File: src/rtl/aurora_link_recovery_pkg.sv
// Shared definitions for the Aurora link recovery sequencer.
//   state_t      : recovery FSM states
//   timer_width  : width of the shared cycle timer ($clog2 of the largest
//                  cycle count, minimum 1)
//   retry_width  : width of retry_cnt ($clog2(max_retries+1), minimum 1)
package aurora_recovery_pkg;

    typedef enum logic [2:0] {
        S_GT_RST,
        S_CORE_RST,
        S_WAIT_UP,
        S_LINKED,
        S_FAILED
    } state_t;

    function automatic int timer_width(input int a, input int b, input int c);
        int m;
        m = a;
        if (b > m) m = b;
        if (c > m) m = c;
        return (m < 2) ? 1 : $clog2(m);
    endfunction

    function automatic int retry_width(input int max_retries);
        return (max_retries + 1 < 2) ? 1 : $clog2(max_retries + 1);
    endfunction

endpackage

File: src/rtl/aurora_link_recovery.sv
// Aurora link recovery sequencer.
// Responds to the latched bad-channel flag from the channel monitor by
// sequencing a transceiver reset, then a core reset, then waiting for
// channel_up with a timeout. Timed-out attempts are retried up to
// MAX_RETRIES times before the link is declared failed.
//
// Ports:
//   clk, rst_n     : clock, asynchronous active-low reset
//   bad_channel    : latched fault flag from the channel monitor
//   channel_up     : Aurora channel_up, synchronous to clk
//   force_reset    : one-cycle restart request, honoured in any state
//   gt_reset       : transceiver reset (active high)
//   aurora_reset   : Aurora core reset (active high)
//   det_clear      : clears the channel monitor latch (active high)
//   link_ok        : channel established and healthy
//   link_failed    : retry budget exhausted
//   retry_cnt      : timed-out attempts since the last link_ok
//   recover_count  : bad_channel recoveries from the linked state
//
// Build option: define AURORA_RECOVERY_STATS_EN to build the 16-bit
// saturating recover_count; otherwise recover_count is tied to zero.
module aurora_link_recovery
    import aurora_recovery_pkg::*;
#(
    parameter int GT_RST_CYCLES   = 256,
    parameter int CORE_RST_CYCLES = 64,
    parameter int UP_TIMEOUT      = 1048576,
    parameter int MAX_RETRIES     = 7
) (
    input  logic                                clk,
    input  logic                                rst_n,
    input  logic                                bad_channel,
    input  logic                                channel_up,
    input  logic                                force_reset,
    output logic                                gt_reset,
    output logic                                aurora_reset,
    output logic                                det_clear,
    output logic                                link_ok,
    output logic                                link_failed,
    output logic [retry_width(MAX_RETRIES)-1:0] retry_cnt,
    output logic [15:0]                         recover_count
);

    localparam int TW = timer_width(GT_RST_CYCLES, CORE_RST_CYCLES, UP_TIMEOUT);
    localparam int RW = retry_width(MAX_RETRIES);

    localparam logic [TW-1:0] GT_LAST   = TW'(GT_RST_CYCLES - 1);
    localparam logic [TW-1:0] CORE_LAST = TW'(CORE_RST_CYCLES - 1);
    localparam logic [TW-1:0] UP_LAST   = TW'(UP_TIMEOUT - 1);
    localparam logic [RW-1:0] RETRY_MAX = RW'(MAX_RETRIES);

    state_t        state;
    state_t        state_nxt;
    logic [TW-1:0] timer;
    logic [RW-1:0] retry_nxt;
    logic          enter;        // a state is (re)entered at this edge: clear the timer
    logic          bad_recover;  // linked -> reset transition caused by bad_channel

    always_comb begin
        state_nxt   = state;
        retry_nxt   = retry_cnt;
        enter       = 1'b0;
        bad_recover = 1'b0;
        if (force_reset) begin
            // Overrides every other transition, including a recovery in S_LINKED.
            state_nxt = S_GT_RST;
            retry_nxt = '0;
            enter     = 1'b1;
        end else begin
            case (state)
                S_GT_RST: begin
                    if (timer == GT_LAST) begin
                        state_nxt = S_CORE_RST;
                        enter     = 1'b1;
                    end
                end
                S_CORE_RST: begin
                    if (timer == CORE_LAST) begin
                        state_nxt = S_WAIT_UP;
                        enter     = 1'b1;
                    end
                end
                S_WAIT_UP: begin
                    // channel_up is tested first so it wins on the timeout cycle.
                    if (channel_up) begin
                        state_nxt = S_LINKED;
                        retry_nxt = '0;
                        enter     = 1'b1;
                    end else if (timer == UP_LAST) begin
                        enter = 1'b1;
                        if (retry_cnt == RETRY_MAX) begin
                            state_nxt = S_FAILED;
                        end else begin
                            state_nxt = S_GT_RST;
                            retry_nxt = retry_cnt + RW'(1);
                        end
                    end
                end
                S_LINKED: begin
                    // A bare channel_up drop is ignored; the monitor flags it a cycle later.
                    if (bad_channel) begin
                        state_nxt   = S_GT_RST;
                        enter       = 1'b1;
                        bad_recover = 1'b1;
                    end
                end
                S_FAILED: begin
                end
                default: begin
                    state_nxt = S_GT_RST;
                    enter     = 1'b1;
                end
            endcase
        end
    end

    // Outputs are decoded from the next state so they appear with the state itself.
    always_ff @(posedge clk or negedge rst_n) begin
        if (!rst_n) begin
            state        <= S_GT_RST;
            timer        <= '0;
            retry_cnt    <= '0;
            gt_reset     <= 1'b1;
            aurora_reset <= 1'b1;
            det_clear    <= 1'b1;
            link_ok      <= 1'b0;
            link_failed  <= 1'b0;
        end else begin
            state        <= state_nxt;
            timer        <= enter ? '0 : timer + TW'(1);
            retry_cnt    <= retry_nxt;
            gt_reset     <= (state_nxt == S_GT_RST);
            aurora_reset <= (state_nxt == S_GT_RST) || (state_nxt == S_CORE_RST) ||
                            (state_nxt == S_FAILED);
            det_clear    <= (state_nxt == S_GT_RST) || (state_nxt == S_CORE_RST) ||
                            (state_nxt == S_FAILED);
            link_ok      <= (state_nxt == S_LINKED);
            link_failed  <= (state_nxt == S_FAILED);
        end
    end

`ifdef AURORA_RECOVERY_STATS_EN
    logic [15:0] recover_cnt;

    // Saturates at 0xFFFF; only rst_n clears it.
    always_ff @(posedge clk or negedge rst_n) begin
        if (!rst_n) begin
            recover_cnt <= 16'h0000;
        end else if (bad_recover && (recover_cnt != 16'hFFFF)) begin
            recover_cnt <= recover_cnt + 16'h0001;
        end
    end

    assign recover_count = recover_cnt;
`else
    logic unused_recover;

    assign unused_recover = bad_recover;
    assign recover_count  = 16'h0000;
`endif

endmodule

File: config.mk
export PLATFORM = sky130hd
export DESIGN_NAME = aurora_link_recovery
export DESIGN_NICKNAME = d
export VERILOG_FILES = /design/src/rtl/aurora_link_recovery_pkg.sv /design/src/rtl/aurora_link_recovery.sv
export SDC_FILE = /design/constraint.sdc
export NUM_CORES = 1
export LEC_CHECK = 0
export ABC_AREA = 1
export CORE_ASPECT_RATIO = 1.4
export CORE_MARGIN = 2
export CORE_UTILIZATION = 40
export CTS_CLUSTER_DIAMETER = 80
export DETAILED_ROUTE_END_ITERATION = 7
export PLACE_DENSITY = 0.63
export SYNTH_ARGS = -nofsm -noshare
export SYNTH_HDL_FRONTEND = slang
export SYNTH_SLANG_ARGS = --single-unit
File: constraint.sdc
create_clock -name clk -period 1.62 [get_ports clk]
set_input_delay 0.243 -clock clk [delete_from_list [all_inputs] [get_ports clk]]
set_output_delay 0.243 -clock clk [all_outputs]
set_load 0.03 [all_outputs]
* Yosys cells after proc, flatten, opt, wreduce, memory -nomap -nowiden
Index checks and enable logic that the tools add are counted.
Storage, ports and cells: register bits 30, input bits 5, output and inout port bits 24
Cells by class: add/sub/neg operators 2, equal/unequal tests 12, muxes and demuxes 21, reductions and logical operators 7
Operator list (count):
- two-way mux 3 bit | 12
- adder 20 x 1 -> 20 bit (second input constant) | 1
- == test 20 bit (second input constant) | 1
- == test 20 x 6 -> 1 bit (second input constant) | 1
- == test 20 x 8 -> 1 bit (second input constant) | 1
- two-way mux 20 bit | 1
- case mux 3 bit (5 select lines) | 1
- == test 3 x 2 -> 1 bit (second input constant) | 3
- == test 3 bit (second input constant) | 3
- == test 3 x 1 -> 1 bit (second input constant) | 2
- logical NOT 3 bit | 2
- two-way mux 1 bit | 6
- case mux 1 bit (5 select lines) | 1
- adder 3 x 1 -> 3 bit (second input constant) | 1
- inequality test 3 bit (second input constant) | 1
- AND reduction 3 bit | 1
- nonzero test 3 bit | 1
- logical OR 1 bit | 2
- nonzero test 2 bit | 1

* Logic depth before layout (Yosys ltp)
Gate-level depths: netlist (run 1).
depth in word-level cells 9, gate-level depth with buffers 11

* Worst setup path before layout (run 1)
Ideal clock, no wire load.
kind register to register, from register retry_cnt[0], to register retry_cnt[0], arrival time 1.435 ns, required time 1.543 ns, setup slack 0.108 ns, stages on the path, launching flop included 9, buffers on the path 0, period minus slack after synthesis 1.512 ns, cell sequence dfrtp_1 ha_1 ha_1 inv_1 nand3_1 nand2_1 a21oi_1 nand2_1 o21ai_1
On the way: word-level cells in the longest chain between the ends 6
Ends and longest elaborated chain:
- start, declared | RTL line aurora_link_recovery.sv:40 | output logic [retry_width(MAX_RETRIES)-1:0] retry_cnt,
- start signal, assigned | RTL line aurora_link_recovery.sv:131 | retry_cnt <= retry_nxt;
- adder 3 x 1 -> 3 bit | RTL line aurora_link_recovery.sv:95 | retry_nxt = retry_cnt + RW'(1);
- two-way mux 3 bit | RTL line aurora_link_recovery.sv:91 | if (retry_cnt == RETRY_MAX) begin
- two-way mux 3 bit | RTL line aurora_link_recovery.sv:89 | end else if (timer == UP_LAST) begin
- two-way mux 3 bit | RTL line aurora_link_recovery.sv:85 | if (channel_up) begin
- two-way mux 3 bit | RTL line aurora_link_recovery.sv:70 | case (state)
- two-way mux 3 bit | RTL line aurora_link_recovery.sv:64 | if (force_reset) begin
Parallel ways exist; a longest one is shown, timed or not. The select of a mux whose other input is x is not followed. A chain may end at the register's enable or synchronous reset.

* Worst setup path in the final report (run 1)
from register timer[1], to register timer[6]
On the way: word-level cells in the longest chain between the ends 6
Ends and longest elaborated chain:
- start, declared | RTL line aurora_link_recovery.sv:54 | logic [TW-1:0] timer;
- start signal, assigned | RTL line aurora_link_recovery.sv:130 | timer <= enter ? '0 : timer + TW'(1);
- == test 20 bit | RTL line aurora_link_recovery.sv:89
- two-way mux 1 bit | RTL line aurora_link_recovery.sv:89
- two-way mux 1 bit | RTL line aurora_link_recovery.sv:85
- case mux 1 bit (5 select lines) | RTL line aurora_link_recovery.sv:70
- two-way mux 1 bit | RTL line aurora_link_recovery.sv:64
- two-way mux 20 bit * | RTL line aurora_link_recovery.sv:130
Mark *: on every way between the ends. The rest lies on a longest branch, timed or not.

==> impl_results.md, run 1 <==
- # hold bufs at CTS: 0
- Sequential area share after synthesis: 0.425
- DR DRC count: 0
- Max-Cap Viols: 0
- Starting Density: 0.418
- Row count: 28
- Seq pwr share: 0.494
- Clock Sinks: 30
- Required time worst endpoint: roughly 1800 ps
- Grt ovf: 0
- CP most frequent cell: nor2_4
- Die Ht: slightly above 80 µm
- Top cell type's share of synthesized area: 0.396
- Share of cells above drive strength 1: 0.238
- Later-pin clock latency in the skew report: between 200 and 300 ps
- Post-Route WL: 3800 µm
- Outcome: finished with violations
- DR vias/cell: between 4 and 5
- Worst vdd ir: ~430 µV
- TNS Setup: -83.2 ps
- RSZ-0062 raised after global routing: yes
- Post-Synthesis Cells: between 200 and 250
- Pins Over Slew Limit: 0
- Slowest cell on the critical path: dfrtp_1
- Layout overhead on the synthesized area: 27.5%
- # setup viols final: 14
- Sw frac: 0.253
- Worst path cell trace: ha_2 -> nand2_4 -> nor2_4 -> nand2_2 -> nor2_4 -> nand4_1 -> nand3_4 -> clkbuf_16 -> nor3_2
- P_sw: 393 µW
- Pleak: 0.00107 µW
- Clock Tree Buf Depth: 2
- Cell taking the most area after synthesis: dfrtp_1
- Worst path max stage delay: 350 ps
- # nets final: about 270
- Area contributors post-synth: dfrtp_1 (40%), nand2_1 (10%), nor2_1 (10%)
- Number of global-route vias before repair: ~1400
- Fill count: about 430
- Port Buffer Count: 12
- Routed len/inst: about 12 µm
- CORE AREA: around 4200 µm²
- Synthesized area per cell: around 7.7 µm²
- GPL Wtd Cong: between 0.8 and 0.9
- Final hold slack: between 300 and 400 ps
- Arr. time, crit path: roughly 1800 ps
- Worst R2R Path Depth: 9
- Via count: 1485
- Crit Path Max Fanout: 5
- # IOs: 29
- Pre-Repair DR Iteration Count: 4
- Largest net degree at the start of global routing: 31
- Reg clk slew, reported paths: ~60 ps
- GR Util All Layers: 0.167
- CTS root buffer: clkbuf_8
- Antenna Cells: 0
- Hold crit path type: in -> async
- Internal: ~1200 µW
- Detailed Place HPWL: about 2700 µm
- Yosys reg bits: 30
- Fin crit period: approximately 1600 ps
- Iter 0 DRT Violations: 26
- Post-Syn Area: around 1800 µm²
- Footprint of the multi-input gates: 988 µm²
- Combinational fraction of design power: 0.111
- CTS tree: yes
- Chip width: 60.2 µm
- PD cells: around 690 nW/µm²
- Number of distinct library cells after synthesis: 27
- Skew final: ~6.7 ps
- YS warnings: 0
- Fin crit share: 1.01
- First-pass GRT wire length: between 6000 and 7000 µm
- TritonCTS Buffers: 5
- Register area: roughly 750 µm²
- Crit path kind: reg -> reg
- Clock network power share: 0.395
- DRT antenna net count: 0
- Fmax: roughly 600 MHz
- Die area: 4980 µm²
- CTS H-Tree Depth: 2
- Failing checks: setup timing
- Fin. Hold Viols: 0
- Initial antenna violation count: 0
- Worst setup EP type: register
- Startpoint types: register
- Setup ws final: -16.7 ps
-- registers in the layout, indices dropped and copies added, names as in the netlist --
name / count
link_ok: 1
timer: 20
det_clear: 1
state: 3
retry_cnt: 3
link_failed: 1
gt_reset: 1
-- synthesized netlist by cell type --
master and n:
a21o_1 1, a21oi_1 2, a31oi_1 1, buf_4 19, conb_1 1, dfrtp_1 28
dfstp_2 2, ha_1 3, inv_1 19, nand2_1 48, nand2_2 3, nand3_1 11
nand3b_1 1, nand4_1 6, nor2_1 48, nor2_2 5, nor2_4 3, nor3_1 7
nor3_2 2, nor3b_1 3, nor3b_2 1, o21ai_0 3, o21ai_1 3, or2_0 1
or2_2 1, xnor2_1 2, xor2_1 5
-- power groups by stage --
stage	logic, µW	registers [µW]	clock network [µW]
floorplan	111	788	0
global placement	147	780	0
detailed placement	148	781	0
CTS	149	767	635
global route	191	769	660
finish	173	768	614
-- repair_timing --
action | in CTS | in global routing
pin swaps | 0 | 12
endpoints found under the setup margin | 12 | 30
cloned | 0 | 2
gates resized for setup | 7 | 30
buffers inserted | 0 | 2
-- path summary, 6_finish.rpt --
path                                end          from  slack (ps)
setup / recovery               timer[6]      timer[1]         -20
hold reg to reg            retry_cnt[2]  retry_cnt[2]         530
max in group asynchronous     det_clear         rst_n         950
min in group clk           retry_cnt[2]  retry_cnt[2]         530
hold / removal                 timer[1]         rst_n         350
setup reg to reg               timer[6]      timer[1]         -20
-- critical path: cells and delay by family, from the launching register on --
family,cells,cell delay [ps]
DFF,1,350
and+or+nand+nor,7,790
buffers and inverters,1,170
adders and majority gates,1,210
-- kinds of logic after synthesis --
family / share of synthesized area
AND/OR/NAND/NOR: 0.365
buffers and inverters: 0.121
flip-flops: 0.425
AO/OA/AOI/OAI: 0.0304
XOR/XNOR: 0.0346
adder cells (fa/ha/maj): 0.0212
other: 0.00212
-- per-layer routing --
metal / vias up / track usage / share of wire
li1: 755 / - / -
met4: 0 / 0.0667 / 0.014
met5: - / 0 / 0
met2: 21 / 0.307 / 0.57
met1: 703 / 0.177 / 0.39
met3: 6 / 0.0436 / 0.024
-- layout make-up --
class | instances | area share
clock buffer | 8 | 0.0399
tap | 60 | 0.0333
multi-input combinational | 176 | 0.438
sequential | 30 | 0.334
inverter | 19 | 0.0316
timing repair buffer | 28 | 0.124
-- layout by cell type (no fill, tap or decap), types with 5 or more instances in the layout --
cell | netlist | layout
nand2_2 | 3 | 5
nand2_1 | 48 | 45
nand3_1 | 11 | 8
conb_1 | 1 | 16
inv_1 | 19 | 19
nor3_1 | 7 | 6
nand4_1 | 6 | 6
clkdlybuf4s50_1 | 0 | 7
nor2_4 | 3 | 6
dfrtp_1 | 28 | 28
nor2_1 | 48 | 38
buf_4 | 19 | 12
nor2_2 | 5 | 12
clkbuf_8 | 0 | 6
-- metrics by stage --
step                worst slack (ps)  power [µW]  instance area (µm²)   util  cells
detailed placement             -43.9         929                 1980  0.468    309
floorplan                        108         899                 1830      -    244
global placement                9.74         927                 1980  0.468    309
global route                    -120        1620                 2260  0.532    321
CTS                             8.70        1550                 2090  0.493    317
finish                         -16.7        1550                 2260  0.532    321
Note: power is estimated with default switching activity, not from simulation.
==> inputs of run 2 (changes only) <==
Settings changed: CAP_MARGIN from default to 20, GPL_ROUTABILITY_DRIVEN from default to 1.
Clock period 1.62 ns to 1.41 ns, I/O delays scaled along.
==> run 2 against run 1 <==
Compared with the run above: the flow still finishes with violations (setup timing); final area rose by 12%; non-clock buffer count rose by 34; routed wire length rose by 12%; combinational power rose by 17%; clock-buffer cell count fell by 1; final cell count increased by 10%; worst setup slack worse by 220 ps; fmax fell by 0.66%; highest routed layer unchanged.
==> impl_results.md, run 2 (synthesis results as in run 1) <==
- Hold crit path type: in -> async
- Starting Density: 0.418 (unchanged)
- Largest net degree at the start of global routing: 31 (unchanged)
- Pleak: 0.00123 µW (+15%)
- Via count: 1619 (+9.0%)
- Flop2flop setup slack: -240 ps (-220 ps)
- Worst setup EP type: register
- Crit Path Max Fanout: 8 (+3)
- Footprint of the multi-input gates: 1020 µm² (+3.4%)
- RR Endpoint: timer[18]
- Post-Route WL: 4250 µm (+12%)
- Antenna Cells: 0 (unchanged)
- Skew final: 2.80 ps (-3.88 ps)
- Startpoint types: register
- Setup ws final: -237 ps (-221 ps)
- Worst path cell trace: ha_4 -> nand2_4 -> nor2_4 -> nand2_2 -> nor2_4 -> nand4_1 -> nand3_4 -> clkbuf_16 -> a21oi_1
- Grt peak-use layer: met2
- Clock Tree Buf Depth: 2 (unchanged)
- TritonCTS Buffers: 5 (unchanged)
- Worst vdd ir: 570 µV (+33%)
- DR DRC count: 0 (unchanged)
- Layout Cells excl Fill: 354 (+10%)
- # setup viols final: 29 (+15)
- Failing checks: setup timing
- TNS Setup: -5340 ps (-5260 ps)
- Total power: 1730 µW (+11%)
- Row count: 28 (unchanged)
- Fmax: 607 MHz (-0.66%)
- CP most frequent cell: nor2_4
- Required time worst endpoint: 1580 ps (-210 ps)
- GRT met3 Usage: 0.0374 (-0.00623)
- CTS tree: yes
- CORE AREA: 4240 µm² (unchanged)
- Layout overhead on the synthesized area: 42.5%
- Chip width: 60.2 µm (unchanged)
- Crit path kind: reg -> reg
- Max reg flops: 20 (unchanged)
- Iter 0 DRT Violations: 15 (-42%)
- GPL Wtd Cong: 0.797 (-2.3%)
- Pre-Repair DR Iteration Count: 4 (unchanged)
- RSZ-0062 raised after global routing: yes
- First-pass GRT wire length: 6710 µm (+11%)
- Met2 Usage GRT: 0.339 (+0.0326)
- Grt ovf: 0 (unchanged)
- Slowest cell on the critical path: dfrtp_1
- Fill count: 392 (-7.8%)
- Port Buffer Count: 12 (unchanged)
- Placed insts: 341 (+10%)
- Fin. Hold Viols: 0 (unchanged)
- DR vias/cell: 4.57 (-1.1%)
- Fin crit share: 1.17 (+0.158)
- Reg clk slew, reported paths: 60 ps (about the same)
- Number of global-route vias before repair: 1579 (+16%)
- GR Util All Layers: 0.184 (+0.0166)
- Largest register by flop count: timer
- Met1 Use GR: 0.187 (+0.00942)
- Pins Over Slew Limit: 0 (unchanged)
- Largest regs: timer x20, retry_cnt x3, state x3
- Max-Cap Viols: 0 (unchanged)
- Fin crit period: 1650 ps (+10.8 ps)
- Arr. time, crit path: 1810 ps (about the same)
- Pre-CTS setup slack: -225 ps (-181 ps)
- Initial antenna violation count: 0 (unchanged)
- Outcome: finished with violations
- Register area: 754 µm² (+0.17%)
- PD cells: 684 nW/µm² (-0.65%)
- Commonest cells after routing, fill and taps aside: buf_4 (48), nand2_1 (44), nor2_1 (39), dfrtp_1 (27), inv_1 (18)
- Routed len/inst: 12.0 µm (+1.4%)
- # nets final: 302 (+13%)
- CTS H-Tree Depth: 2 (unchanged)
- Later-pin clock latency in the skew report: 280 ps (about the same)
- CTS root buffer: clkbuf_8
- Most common cell after layout, fill and taps aside: buf_4
- Die area: 4980 µm² (unchanged)
- Clock Sinks: 30 (unchanged)
- Worst path max stage delay: 390 ps (+40 ps)
- R2R Path Start: timer[1]
- DRT antenna net count: 0 (unchanged)
- # IOs: 29 (unchanged)
- Die Ht: 82.7 µm (unchanged)
- Detailed Place HPWL: 3030 µm (+13%)
- Worst R2R Path Depth: 9 (unchanged)
- Share of cells above drive strength 1: 0.350 (+0.113)
- Final core occ: 0.595 (+0.0629)
-- run 2: cell types whose count changed in the layout (fill, tap and decap cells not counted), sizes merged --
cell	delta
clkdlybuf4s50	-3
buf	+35
dlygate4sd2	+2
dlymetal6s2s	-2
clkdlybuf4s15	+1
-- run 2: worst max-delay path by stage --
stage          slack [ps]     start     endpoint  cells past startpoint
4_1_cts              -170  timer[1]    timer[14]                      9
6_report             -240  timer[1]    timer[18]                      9
3_5_place_dp         -220  timer[0]    timer[14]                      9
5_1_grt              -330  timer[1]    timer[16]                      9
2_1_floorplan         -60  timer[0]  link_failed                     10
3_3_place_gp         -200  timer[0]    timer[14]                      9
-- run 2: repair_timing --
item                                    in CTS  in global routing
cloned                                       0                  1
buffers inserted                             3                  2
resized for setup                           13                 27
pin swaps                                    2                  7
hold buffers                                 0                  0
endpoints found under the setup margin      37                 32
-- run 2: final cells by class --
class,instances,area share
multi-input combinational,176,0.405
sequential,30,0.299
timing repair buffer,62,0.208
clock buffer,7,0.0302
tap,60,0.0297
inverter,19,0.0283
-- run 2: critical path: cells and delay by family (launching register included) --
kind,cells,cell delay (ps)
fa+ha+maj,1,170
flops,1,390
simple gates,6,760
buf+inv,1,170
compound gates,1,40
-- run 2: through the flow --
stage | hold WS (ps) | cell area [µm²]
finish | 290 | 2520
global route | 314 | 2520
global placement | 509 | 2260
detailed placement | 514 | 2260
CTS | 296 | 2380
floorplan | -84.1 | 1870
-- run 2: report_power, final --
group	internal, µW	switching, µW
sequential	874	13.5
combinational	66.9	135
clock	339	298
total	1280	447
-- run 2: routing by layer --
layer | share of wire | vias up | routed length (µm)
met4 | 0.029 | 0 | 121
met3 | 0.033 | 13 | 139
met5 | 0 | - | 0
li1 | - | 818 | -
met2 | 0.56 | 34 | 2370
met1 | 0.38 | 754 | 1610
